### config.mk
export PLATFORM = sky130hd
export DESIGN_NAME = pattern_sequencer
export DESIGN_NICKNAME = d
export VERILOG_FILES = /design/src/rtl/pattern_seq_pkg.sv /design/src/rtl/seq_shifter.sv /design/src/rtl/pattern_sequencer.sv
export SDC_FILE = /design/constraint.sdc
export NUM_CORES = 1
export LEC_CHECK = 0
export CORE_ASPECT_RATIO = 1.5
export CORE_MARGIN = 1.5
export CORE_UTILIZATION = 60
export CTS_BUF_LIST = sky130_fd_sc_hd__clkbuf_8
export DETAILED_ROUTE_END_ITERATION = 16
export DONT_BUFFER_PORTS = 1
export GPL_TIMING_DRIVEN = 0
export PLACE_DENSITY_LB_ADDON = 0.1
export SYNTH_ARGS = -nofsm -noshare
export SYNTH_HDL_FRONTEND = slang
export SYNTH_SLANG_ARGS = --single-unit
### constraint.sdc
create_clock -name clk -period 3.65 [get_ports clk]
set_input_delay 0.5475 -clock clk [delete_from_list [all_inputs] [get_ports clk]]
set_output_delay 0.5475 -clock clk [all_outputs]
set_load 0.05 [all_outputs]
### src/rtl/pattern_seq_pkg.sv
// Shared types and defaults for the pattern_sequencer block: FSM state encoding,
// default job sizing and the 4-bit hit-count type used by the recognizer.
package pattern_seq_pkg;

  localparam int MAXLEN_DEF = 28;
  localparam int LENW_DEF   = 5;

  typedef enum logic [2:0] {
    IDLE,
    GAP,
    SHIFT,
    DRAIN,
    DONE
  } state_t;

  typedef logic [3:0] count_t;

  // Largest of three phase lengths; sizes the shared phase counter.
  function automatic int max3(input int a, input int b, input int c);
    int m;
    m = (a > b) ? a : b;
    return (m > c) ? m : c;
  endfunction

endpackage

### src/rtl/seq_shifter.sv
// Loadable job shift register. MSB-first loads are left-aligned by length so the
// first bit to send always sits at the output end; one bit leaves per enable.
module seq_shifter #(
  parameter int MAXLEN = 28,
  parameter int LENW   = 5
) (
  input  logic              clk,
  input  logic              rst_n,
  input  logic              load,
  input  logic              en,
  input  logic [MAXLEN-1:0] load_seq,
  input  logic [LENW-1:0]   load_len,
  input  logic              load_lsb_first,
  output logic              bit_out
);

  logic [MAXLEN-1:0] sr;
  logic [MAXLEN-1:0] cur;
  logic              lsb_first;
  logic              cur_lsb;

  // A load that coincides with the first enable must already expose the new
  // job's first bit, so the output looks through the load path.
  // NOTE: every always_comb output is given a default first, so no path leaves a latch.
  always_comb begin
    cur     = sr;
    cur_lsb = lsb_first;
    if (load) begin
      cur_lsb = load_lsb_first;
      cur     = load_lsb_first ? load_seq : (load_seq << (MAXLEN - int'(load_len)));
    end
  end

  assign bit_out = cur_lsb ? cur[0] : cur[MAXLEN-1];

  // NOTE: sequential state uses non-blocking assignments only, so every flop samples pre-edge values.
  always_ff @(posedge clk or negedge rst_n) begin
    if (!rst_n) begin
      sr        <= '0;
      lsb_first <= 1'b0;
    end else begin
      if (load) lsb_first <= load_lsb_first;
      if (en)        sr <= cur_lsb ? (cur >> 1) : (cur << 1);
      else if (load) sr <= cur;
    end
  end

endmodule

### src/rtl/pattern_sequencer.sv
// Drives one PatternRecognizer: flushes it with zeros, serialises a job onto X,
// and reports the job's own hit count as a delta against the free-running Y.
module pattern_sequencer
  import pattern_seq_pkg::*;
#(
  parameter int MAXLEN     = MAXLEN_DEF,
  parameter int LENW       = LENW_DEF,
  parameter int GAP_CYCLES = 4,
  parameter int LAT        = 1
) (
  input  logic              clk,
  input  logic              rst_n,
  input  logic              req_valid,
  output logic              req_ready,
  input  logic [MAXLEN-1:0] req_seq,
  input  logic [LENW-1:0]   req_len,
  input  logic              req_type,
  input  logic              req_lsb_first,
  output logic              rec_x,
  output logic              rec_type,
  input  logic [3:0]        rec_y,
  output logic              rsp_valid,
  input  logic              rsp_ready,
  output logic [3:0]        rsp_count,
  output logic              rsp_type,
  output logic              busy
);

  localparam int CNTW = $clog2(max3(GAP_CYCLES, MAXLEN, LAT) + 1);

  state_t            state, next_state;
  logic [CNTW-1:0]   cnt, cnt_nxt;
  logic [LENW-1:0]   job_len, req_eff_len, run_len;
  count_t            baseline;
  logic              accept;
  logic              sample_base;
  logic              shift_bit;

  assign req_eff_len = (int'(req_len) > MAXLEN) ? LENW'(MAXLEN) : req_len;
  // Length that governs the GAP->SHIFT decision; in IDLE the job is not latched yet.
  assign run_len     = (state == IDLE) ? req_eff_len : job_len;

  always_comb begin
    next_state = state;
    cnt_nxt    = cnt;
    accept     = 1'b0;
    unique case (state)
      IDLE: begin
        if (req_valid && req_ready) begin
          accept = 1'b1;
          if (GAP_CYCLES > 0) begin
            next_state = GAP;
            cnt_nxt    = CNTW'(GAP_CYCLES - 1);
          end else if (run_len == '0) begin
            next_state = DRAIN;
            cnt_nxt    = CNTW'(LAT - 1);
          end else begin
            next_state = SHIFT;
            cnt_nxt    = CNTW'(run_len) - CNTW'(1);
          end
        end
      end
      GAP: begin
        if (cnt == '0) begin
          if (run_len == '0) begin
            next_state = DRAIN;
            cnt_nxt    = CNTW'(LAT - 1);
          end else begin
            next_state = SHIFT;
            cnt_nxt    = CNTW'(run_len) - CNTW'(1);
          end
        end else begin
          cnt_nxt = cnt - CNTW'(1);
        end
      end
      SHIFT: begin
        if (cnt == '0) begin
          next_state = DRAIN;
          cnt_nxt    = CNTW'(LAT - 1);
        end else begin
          cnt_nxt = cnt - CNTW'(1);
        end
      end
      DRAIN: begin
        if (cnt == '0) next_state = DONE;
        else           cnt_nxt    = cnt - CNTW'(1);
      end
      DONE: begin
        if (rsp_ready) next_state = IDLE;
      end
      default: next_state = IDLE;
    endcase
  end

  // Baseline is taken once the flush zeros are in, just before the first job bit lands.
  assign sample_base = (accept && (GAP_CYCLES == 0)) || ((state == GAP) && (cnt == '0));

  seq_shifter #(
    .MAXLEN(MAXLEN),
    .LENW  (LENW)
  ) u_shifter (
    .clk           (clk),
    .rst_n         (rst_n),
    .load          (accept),
    .en            (next_state == SHIFT),
    .load_seq      (req_seq),
    .load_len      (req_eff_len),
    .load_lsb_first(req_lsb_first),
    .bit_out       (shift_bit)
  );

  // Outputs are registered from next_state so they line up with the state they describe.
  always_ff @(posedge clk or negedge rst_n) begin
    if (!rst_n) begin
      state     <= IDLE;
      cnt       <= '0;
      job_len   <= '0;
      baseline  <= '0;
      req_ready <= 1'b0;
      busy      <= 1'b0;
      rec_x     <= 1'b0;
      rec_type  <= 1'b0;
      rsp_valid <= 1'b0;
      rsp_count <= '0;
      rsp_type  <= 1'b0;
    end else begin
      state     <= next_state;
      cnt       <= cnt_nxt;
      req_ready <= (next_state == IDLE);
      busy      <= (next_state != IDLE);
      rsp_valid <= (next_state == DONE);
      rec_x     <= (next_state == SHIFT) && shift_bit;
      if (accept) begin
        job_len  <= req_eff_len;
        rec_type <= req_type;
      end
      if (sample_base) baseline <= rec_y;
      if ((state == DRAIN) && (cnt == '0)) begin
        rsp_count <= rec_y - baseline;
        rsp_type  <= rec_type;
      end
    end
  end

endmodule
==> impl_metrics.env, run 1 <==
export IMPL_portBuffers=0
export IMPL_synth_main_ff_cell="sky130_fd_sc_hd__dfrtp_1"
export IMPL_final_setup_tns_ps=-51.0
export IMPL_synth_adder_area_share=0.0209
export IMPL_htree_levels=2
export IMPL_final_non_filler_cells=734
export IMPL_timing_setup_critical_path_class="in -> reg"
export IMPL_drt_first_iter_violations=1023
export IMPL_fp_row_count=41
export IMPL_clock_fmax_ghz=0.270
export IMPL_clk_transition_reported_paths_ps=100
export IMPL_vdd_ir_drop_worst_mv=0.649
export IMPL_wire_per_inst_um=29.2
export IMPL_global_route_wire_length_before_repair_um=32200
export IMPL_worst_hold_path_type="in -> async"
export IMPL_drt_vias_per_instance=7.84
export IMPL_slew_headroom=0.322
export IMPL_ctsLongestPathBuffers=2
export IMPL_die_area_um2=9150
export IMPL_leakage_power_uw=0.00220
export IMPL_fraction_of_final_layout_cells_with_drive_strength_greater_than_1=0.169
export IMPL_finalWirelength_um=21400
export IMPL_routed_vias=5755
export IMPL_yosysMostFrequentCell="sky130_fd_sc_hd__nand2_1"
export IMPL_grt_start_max_net_pins=57
export IMPL_worstMarginPinSlew_ps=1020
export IMPL_final_setup_viol_count=1
export IMPL_later_pin_clock_latency_in_the_skew_report_ps=340
export IMPL_synth_cell_types=71
export IMPL_multi_input_area_um2=3570
export IMPL_main_combinational_cell_family_by_area_after_synthesis="compound AO/OA/AOI/OAI gates"
export IMPL_antenna_found_initial=0
export IMPL_filler_cell_count=650
export IMPL_netlist_top_cells_count="sky130_fd_sc_hd__nand2_1, sky130_fd_sc_hd__o21ai_0, sky130_fd_sc_hd__dfrtp_1"
export IMPL_synth_top_cells_by_area="sky130_fd_sc_hd__dfrtp_1, sky130_fd_sc_hd__mux4_2, sky130_fd_sc_hd__o21ai_0, sky130_fd_sc_hd__nand2_1, sky130_fd_sc_hd__mux2_2"
export IMPL_number_of_nets_with_antenna_violations_after_detailed_routing=0
export IMPL_ys_async_sr_fraction=1.00
export IMPL_cts_root_buf="sky130_fd_sc_hd__clkbuf_8"
export IMPL_power_frac_comb=0.581
export IMPL_outcome="finished with violations"
export IMPL_die_width_um=78.6
export IMPL_final_seq_area_um2=1400
export IMPL_synth_xor_area_share=0.0224
export IMPL_number_of_clock_sinks=56
export IMPL_power_density_cell_area_nw_per_um2=706
export IMPL_switching_share=0.501
export IMPL_layout_stage_area_growth_over_the_synthesis_result_pct=9.12
export IMPL_reg2reg_depth=13
export IMPL_grt_overflow_total=0
export IMPL_synth_compound_area_frac=0.276
export IMPL_dpl_cell_count=718
export IMPL_post_synth_and_or_nand_nor_area_fraction=0.180
export IMPL_critical_path_endpoint_type="flop"
export IMPL_yosys_area_top_type="sky130_fd_sc_hd__dfrtp_1"
export IMPL_floorplan_initialDensity=0.615
export IMPL_synth_area_mux_share=0.170
export IMPL_final_worst_clock_skew_ps=20.5
export IMPL_worst_endpoint_required_ps=3810
export IMPL_final_worst_setup_slack_ps=-51.0
export IMPL_fp_coreArea_um2=8360
export IMPL_drv_max_cap_violation_count=0
export IMPL_internal_power_uw=1980
export IMPL_pwr_share_seq=0.326
export IMPL_report_final_slew_viol_count=0
export IMPL_top_area_cell_type_share_of_the_netlist_area=0.272
export IMPL_clockPowerShare=0.093
export IMPL_synth_net_count=662
export IMPL_postSynthRegisterBits=56
export IMPL_stdcell_area_um2=5610
export IMPL_crit_arrival_ps=3860
export IMPL_worst_setup_path_start_kind="input pin"
export IMPL_whs_ps=67.6
export IMPL_drc=0
export IMPL_num_nets_final=677
export IMPL_synthesis_area_per_instance_um2=8.42
export IMPL_critical_path_peak_fanout=10
export IMPL_first_global_vias=5555
export IMPL_pin_count=53
export IMPL_failing_checks="setup timing"
export IMPL_p_sw_uw=1980
export IMPL_synth_edf_count=0
export IMPL_dp_final_hpwl_um=16000
export IMPL_die_height_um=116
export IMPL_timing_hold_violations_final=0
export IMPL_postSynthCellCount=611
export IMPL_period_share=1.01
export IMPL_drt_pre_antenna_iters=6
export IMPL_numCtsBuffers=5
export IMPL_final_min_clock_period_ps=3700
export IMPL_tritoncts="done"
export IMPL_gp_congestion=1.13
export IMPL_num_antenna_cells=0
export IMPL_post_layout_total_power_uw=3960
export IMPL_ys_seq_area_frac=0.272
export IMPL_grt_use_total=0.478
export IMPL_placement_cell_area_um2=5280
export IMPL_netlist_area_um2=5140
export IMPL_synthesis_yosys_warnings=0
[per-stage QoR]
| step | setup slack [ps] | util |
|---|---|---|
| 2_1_floorplan | 95.6 | - |
| 3_3_place_gp | -1240 | 0.631 |
| 3_5_place_dp | -1320 | 0.631 |
| 4_1_cts | 16.0 | 0.659 |
| 5_1_grt | -48.8 | 0.671 |
| 6_report | -51.0 | 0.671 |
[critical path: stages]
cell and delay (ps):
sky130_fd_sc_hd__buf_2 170, sky130_fd_sc_hd__and3_1 180, sky130_fd_sc_hd__buf_4 180, sky130_fd_sc_hd__nor2_8 70, sky130_fd_sc_hd__inv_2 130, sky130_fd_sc_hd__buf_6 190, sky130_fd_sc_hd__ha_4 220, sky130_fd_sc_hd__xor2_4 310
sky130_fd_sc_hd__mux2_2 410, sky130_fd_sc_hd__a21boi_0 270, sky130_fd_sc_hd__o22ai_1 220, sky130_fd_sc_hd__a221oi_2 410, sky130_fd_sc_hd__o211ai_1 180, sky130_fd_sc_hd__o21ai_0 170, sky130_fd_sc_hd__o21ai_0 190
[per-layer routing]
| metal | GRT usage | routed length, µm |
|---|---|---|
| met2 | 0.778 | 10100 |
| met5 | 0 | 0 |
| met3 | 0.134 | 2350 |
| met1 | 0.519 | 6900 |
| met4 | 0.387 | 2090 |
[registers in the layout, summed over array words and instances (netlist names)]
name,cells
baseline,4
rec_type,1
u_shifter.sr,28
u_shifter.lsb_first,1
rsp_count,4
cnt,5
rsp_valid,1
rec_x,1
rsp_type,1
job_len,5
req_ready,1
busy,1
state,3
[cell usage in the layout, fill, tap and decap left out, types with 5 or more instances in the layout]
| cell type | instances |
|---|---|
| sky130_fd_sc_hd__buf_2 | 12 |
| sky130_fd_sc_hd__a21boi_0 | 6 |
| sky130_fd_sc_hd__clkbuf_8 | 6 |
| sky130_fd_sc_hd__o221ai_1 | 6 |
| sky130_fd_sc_hd__nor3_1 | 13 |
| sky130_fd_sc_hd__o21ai_0 | 61 |
| sky130_fd_sc_hd__o211ai_1 | 13 |
| sky130_fd_sc_hd__nand2_1 | 80 |
| sky130_fd_sc_hd__nor2_1 | 42 |
| sky130_fd_sc_hd__clkbuf_1 | 24 |
| sky130_fd_sc_hd__ha_1 | 6 |
| sky130_fd_sc_hd__a31oi_1 | 12 |
| sky130_fd_sc_hd__inv_1 | 13 |
| sky130_fd_sc_hd__a221o_1 | 7 |
| sky130_fd_sc_hd__a221oi_1 | 12 |
| sky130_fd_sc_hd__nand4_1 | 8 |
| sky130_fd_sc_hd__dfrtp_1 | 56 |
| sky130_fd_sc_hd__o22ai_1 | 9 |
| sky130_fd_sc_hd__mux2_2 | 20 |
| sky130_fd_sc_hd__mux4_2 | 17 |
| sky130_fd_sc_hd__o21a_1 | 7 |
| sky130_fd_sc_hd__and3_1 | 7 |
| sky130_fd_sc_hd__buf_6 | 5 |
| sky130_fd_sc_hd__nand2b_1 | 7 |
| sky130_fd_sc_hd__a21oi_1 | 21 |
| sky130_fd_sc_hd__a22oi_1 | 5 |
| sky130_fd_sc_hd__nand3_1 | 19 |
| sky130_fd_sc_hd__mux2i_1 | 20 |
| sky130_fd_sc_hd__or3_1 | 5 |
| sky130_fd_sc_hd__buf_4 | 10 |
[cell families (layout without fill, tap and decap cells)]
kind of cell / after synthesis / count (layout)
buf+inv: 67 / 83
mux: 61 / 61
compound gates: 208 / 208
fa+ha+maj: 8 / 8
xor+xnor: 11 / 11
flops: 56 / 56
simple gates: 200 / 200
[power groups by stage]
stage	sequential [µW]	clock [µW]	combinational (µW)
finish	1290	368	2300
global route	1310	391	2450
CTS	1280	364	2180
detailed placement	1290	0	2130
global placement	1260	0	1990
floorplan	1230	0	1600
[cell type report]
type                       instances  area share
buffer                            51      0.0464
timing repair buffer               8      0.0149
inverter                          16      0.0114
clock buffer                       6      0.0147
tap                              107      0.0238
sequential                        56       0.250
clock inverter                     2     0.00245
multi-input combinational        488       0.637
[path summary, 6_finish.rpt]
kind	start	endpoint	slack (ps)
min reg2reg	job_len[1]$_DFFE_PN0P_	job_len[1]$_DFFE_PN0P_	510
max reg2reg	state[0]$_DFF_PN0_	u_shifter.sr[3]$_DFFE_PN0P_	330
max	req_len[3]	u_shifter.sr[20]$_DFFE_PN0P_	-50
min in group clk	req_type	rec_type$_DFFE_PN0P_	350
min	rst_n	u_shifter.sr[14]$_DFFE_PN0P_	70
max in group asynchronous	rst_n	baseline[2]$_DFFE_PN0P_	3330
[repair_timing]
action,in CTS,in global routing
hold buffers,1,0
resized for setup,16,23
endpoints found under the setup margin,29,26
buffers inserted,4,3
hold endpoints to repair,56,0
pin swaps,2,2
Power figures use the tool's default switching activity.
==> run 2, diff against run 1 <==
Settings changed: CORE_MARGIN 1.5 to unset.
Clock period 3.65 ns to 3.48 ns, I/O delays scaled along.
==> run 2 against run 1 <==
Net effect:
- cell area increased by 2.3%
- setup slack improved by 43 ps
- clock power decreased by 4%
- worst hold slack got worse by 37 ps
- critical endpoint is now u_shifter.sr[14]$_DFFE_PN0P_
- critical path type unchanged
- largest power group unchanged
- register-to-register slack got worse by 110 ps
- non-clock buffer count increased by 3
- the run still ends with setup timing left
- clock skew decreased by 0.62 ps
==> impl_metrics.env, run 2 (synthesis results as in run 1) <==
export IMPL_outcome="finished with violations"
export IMPL_slew_headroom=0.277
export IMPL_cp_slowest_cell="sky130_fd_sc_hd__a2111oi_0"
export IMPL_grt_use_total=0.486
export IMPL_timing_setup_critical_path_class="in -> reg"
export IMPL_final_worst_clock_skew_ps=19.9
export IMPL_worst_hold_path_type="in -> async"
export IMPL_worst_setup_path_start_kind="input pin"
export IMPL_grt_start_max_net_pins=57
export IMPL_regToRegStartpoint="state[0]$_DFF_PN0_"
export IMPL_crit_arrival_ps=3740
export IMPL_report_final_slew_viol_count=0
export IMPL_dp_final_hpwl_um=15700
export IMPL_die_height_um=115
export IMPL_critical_path_peak_fanout=10
export IMPL_most_common_layout_cells="sky130_fd_sc_hd__nand2_1, sky130_fd_sc_hd__o21ai_0, sky130_fd_sc_hd__dfrtp_1, sky130_fd_sc_hd__nor2_1, sky130_fd_sc_hd__clkbuf_1"
export IMPL_clock_fmax_ghz=0.287
export IMPL_timing_hold_violations_final=0
export IMPL_layout_cells_most_common="sky130_fd_sc_hd__nand2_1"
export IMPL_gp_congestion=1.07
export IMPL_finalWirelength_um=21400
export IMPL_later_pin_clock_latency_in_the_skew_report_ps=340
export IMPL_largest_register_ff_count=28
export IMPL_placement_cell_area_um2=5280
export IMPL_met2RoutedLength_um=10300
export IMPL_number_of_nets_with_antenna_violations_after_detailed_routing=0
export IMPL_cell_class_contributing_the_biggest_share_of_worst_path_delay="compound AO/OA/AOI/OAI gates"
export IMPL_grt_overflow_total=0
export IMPL_worst_endpoint_required_ps=3730
export IMPL_drt_first_iter_violations=801
export IMPL_ctsLongestPathBuffers=2
export IMPL_portBuffers=0
export IMPL_failing_checks="setup timing"
export IMPL_wire_per_inst_um=29.0
export IMPL_worstMarginPinSlew_ps=1090
export IMPL_max_flop_register="u_shifter.sr"
export IMPL_number_of_clock_sinks=56
export IMPL_cts_root_buf="sky130_fd_sc_hd__clkbuf_8"
export IMPL_drt_vias_per_instance=7.74
export IMPL_vdd_ir_drop_worst_mv=0.634
export IMPL_final_setup_viol_count=1
export IMPL_num_nets_final=681
export IMPL_r2r_end="u_shifter.sr[22]$_DFFE_PN0P_"
export IMPL_reg2reg_depth=12
export IMPL_top_regs="u_shifter.sr (28), cnt (5), job_len (5)"
export IMPL_drt_pre_antenna_iters=6
export IMPL_wl_met3_um=2170
export IMPL_routed_vias=5706
export IMPL_period_share=1.00
export IMPL_tritoncts="done"
export IMPL_drc=0
export IMPL_timing_critical_path_slowest_cell_delay_ps=720
export IMPL_routed_top_layer="met4"
export IMPL_timing_critical_path_to="u_shifter.sr[14]$_DFFE_PN0P_"
export IMPL_critical_path_buf_inv_count=6
export IMPL_critical_path_source="req_len[3]"
export IMPL_stdcell_area_um2=5740
export IMPL_fp_row_count=41
export IMPL_die_width_um=77.6
export IMPL_final_min_clock_period_ps=3490
export IMPL_numCtsBuffers=5
export IMPL_num_antenna_cells=0
export IMPL_clk_transition_reported_paths_ps=100
export IMPL_cp_cell_sequence="buf_2 -> and3_1 -> buf_6 -> nor2_8 -> inv_4 -> buf_6 -> ha_4 -> clkbuf_2 -> clkbuf_2 -> a211oi_1 -> a2111oi_0 -> o32a_1 -> nand2_1 -> o221ai_1"
export IMPL_reg2reg_slack_ps=220
export IMPL_die_area_um2=8960
export IMPL_layout_stage_area_growth_over_the_synthesis_result_pct=11.6
export IMPL_met1Wirelength_um=6780
export IMPL_global_route_wire_length_before_repair_um=32200
export IMPL_drv_max_cap_violation_count=0
export IMPL_power_density_cell_area_nw_per_um2=726
export IMPL_fp_coreArea_um2=8360
export IMPL_htree_levels=2
export IMPL_leakage_power_uw=0.00223
export IMPL_critical_path_endpoint_type="flop"
export IMPL_finish_utilization=0.687
export IMPL_instance_count_on_the_critical_path=14
export IMPL_final_worst_setup_slack_ps=-8.47
export IMPL_antenna_found_initial=0
export IMPL_fraction_of_final_layout_cells_with_drive_strength_greater_than_1=0.183
export IMPL_pin_count=53
export IMPL_first_global_vias=5663
export IMPL_floorplan_initialDensity=0.615
[run 2: cell count changes in the layout (fill, tap and decap cells not counted), sizes merged]
cell,before,now
clkbuf,35,33
inv,15,14
xnor2,5,6
buf,30,34
clkinv,2,3
[run 2: what timing repair did]
action | in CTS | in global routing
setup endpoints to repair | 29 | 23
cloned | 0 | 1
setup buffers | 2 | 8
endpoints found under the hold margin | 56 | 0
gates resized for setup | 25 | 34
hold buffers | 1 | 0
pin swaps | 1 | 4
[run 2: area by class of cell]
class                           instances  area (µm²)
Buffer                                 51         279
Multi-Input combinational cell        489        3670
Inverter                               16        62.6
Sequential cell                        56        1400
Clock inverter                          2        12.5
Fill cell                             655        2620
Timing Repair Buffer                   11         110
Clock buffer                            5        68.8
Tap cell                              107         134
[run 2: worst min-delay path by stage]
stage | startpoint | to | slack (ps)
3_3_place_gp | rst_n | cnt[0]$_DFFE_PN0P_ | 230
4_1_cts | rst_n | u_shifter.sr[15]$_DFFE_PN0P_ | 50
6_report | rst_n | u_shifter.sr[12]$_DFFE_PN0P_ | 30
5_1_grt | rst_n | u_shifter.sr[22]$_DFFE_PN0P_ | 50
3_5_place_dp | rst_n | cnt[1]$_DFFE_PN0P_ | 230
2_1_floorplan | rst_n | baseline[0]$_DFFE_PN0P_ | 230
[run 2: layer usage]
layer,GRT usage,up-vias
li1,-,2360
met1,0.521,2702
met2,0.809,489
met3,0.109,155
met4,0.425,0
met5,0,-
[run 2: metrics by stage]
stage	hold slack [ps]	total power [µW]	setup WS, ps	TNS (ps)	cells
3_5_place_dp	227	3560	-1450	-28310	718
4_1_cts	50.4	3980	-8.09	-8.09	728
3_3_place_gp	227	3420	-1490	-28830	718
2_1_floorplan	226	2960	9.45	0	611
6_report	30.5	4170	-8.47	-8.47	737
5_1_grt	48.2	4380	-15.6	-18.3	737
[run 2: power breakdown]
part	internal, µW	total, µW	switching (µW)
sequential	969	1360	389
clock	137	355	218
combinational	975	2460	1480
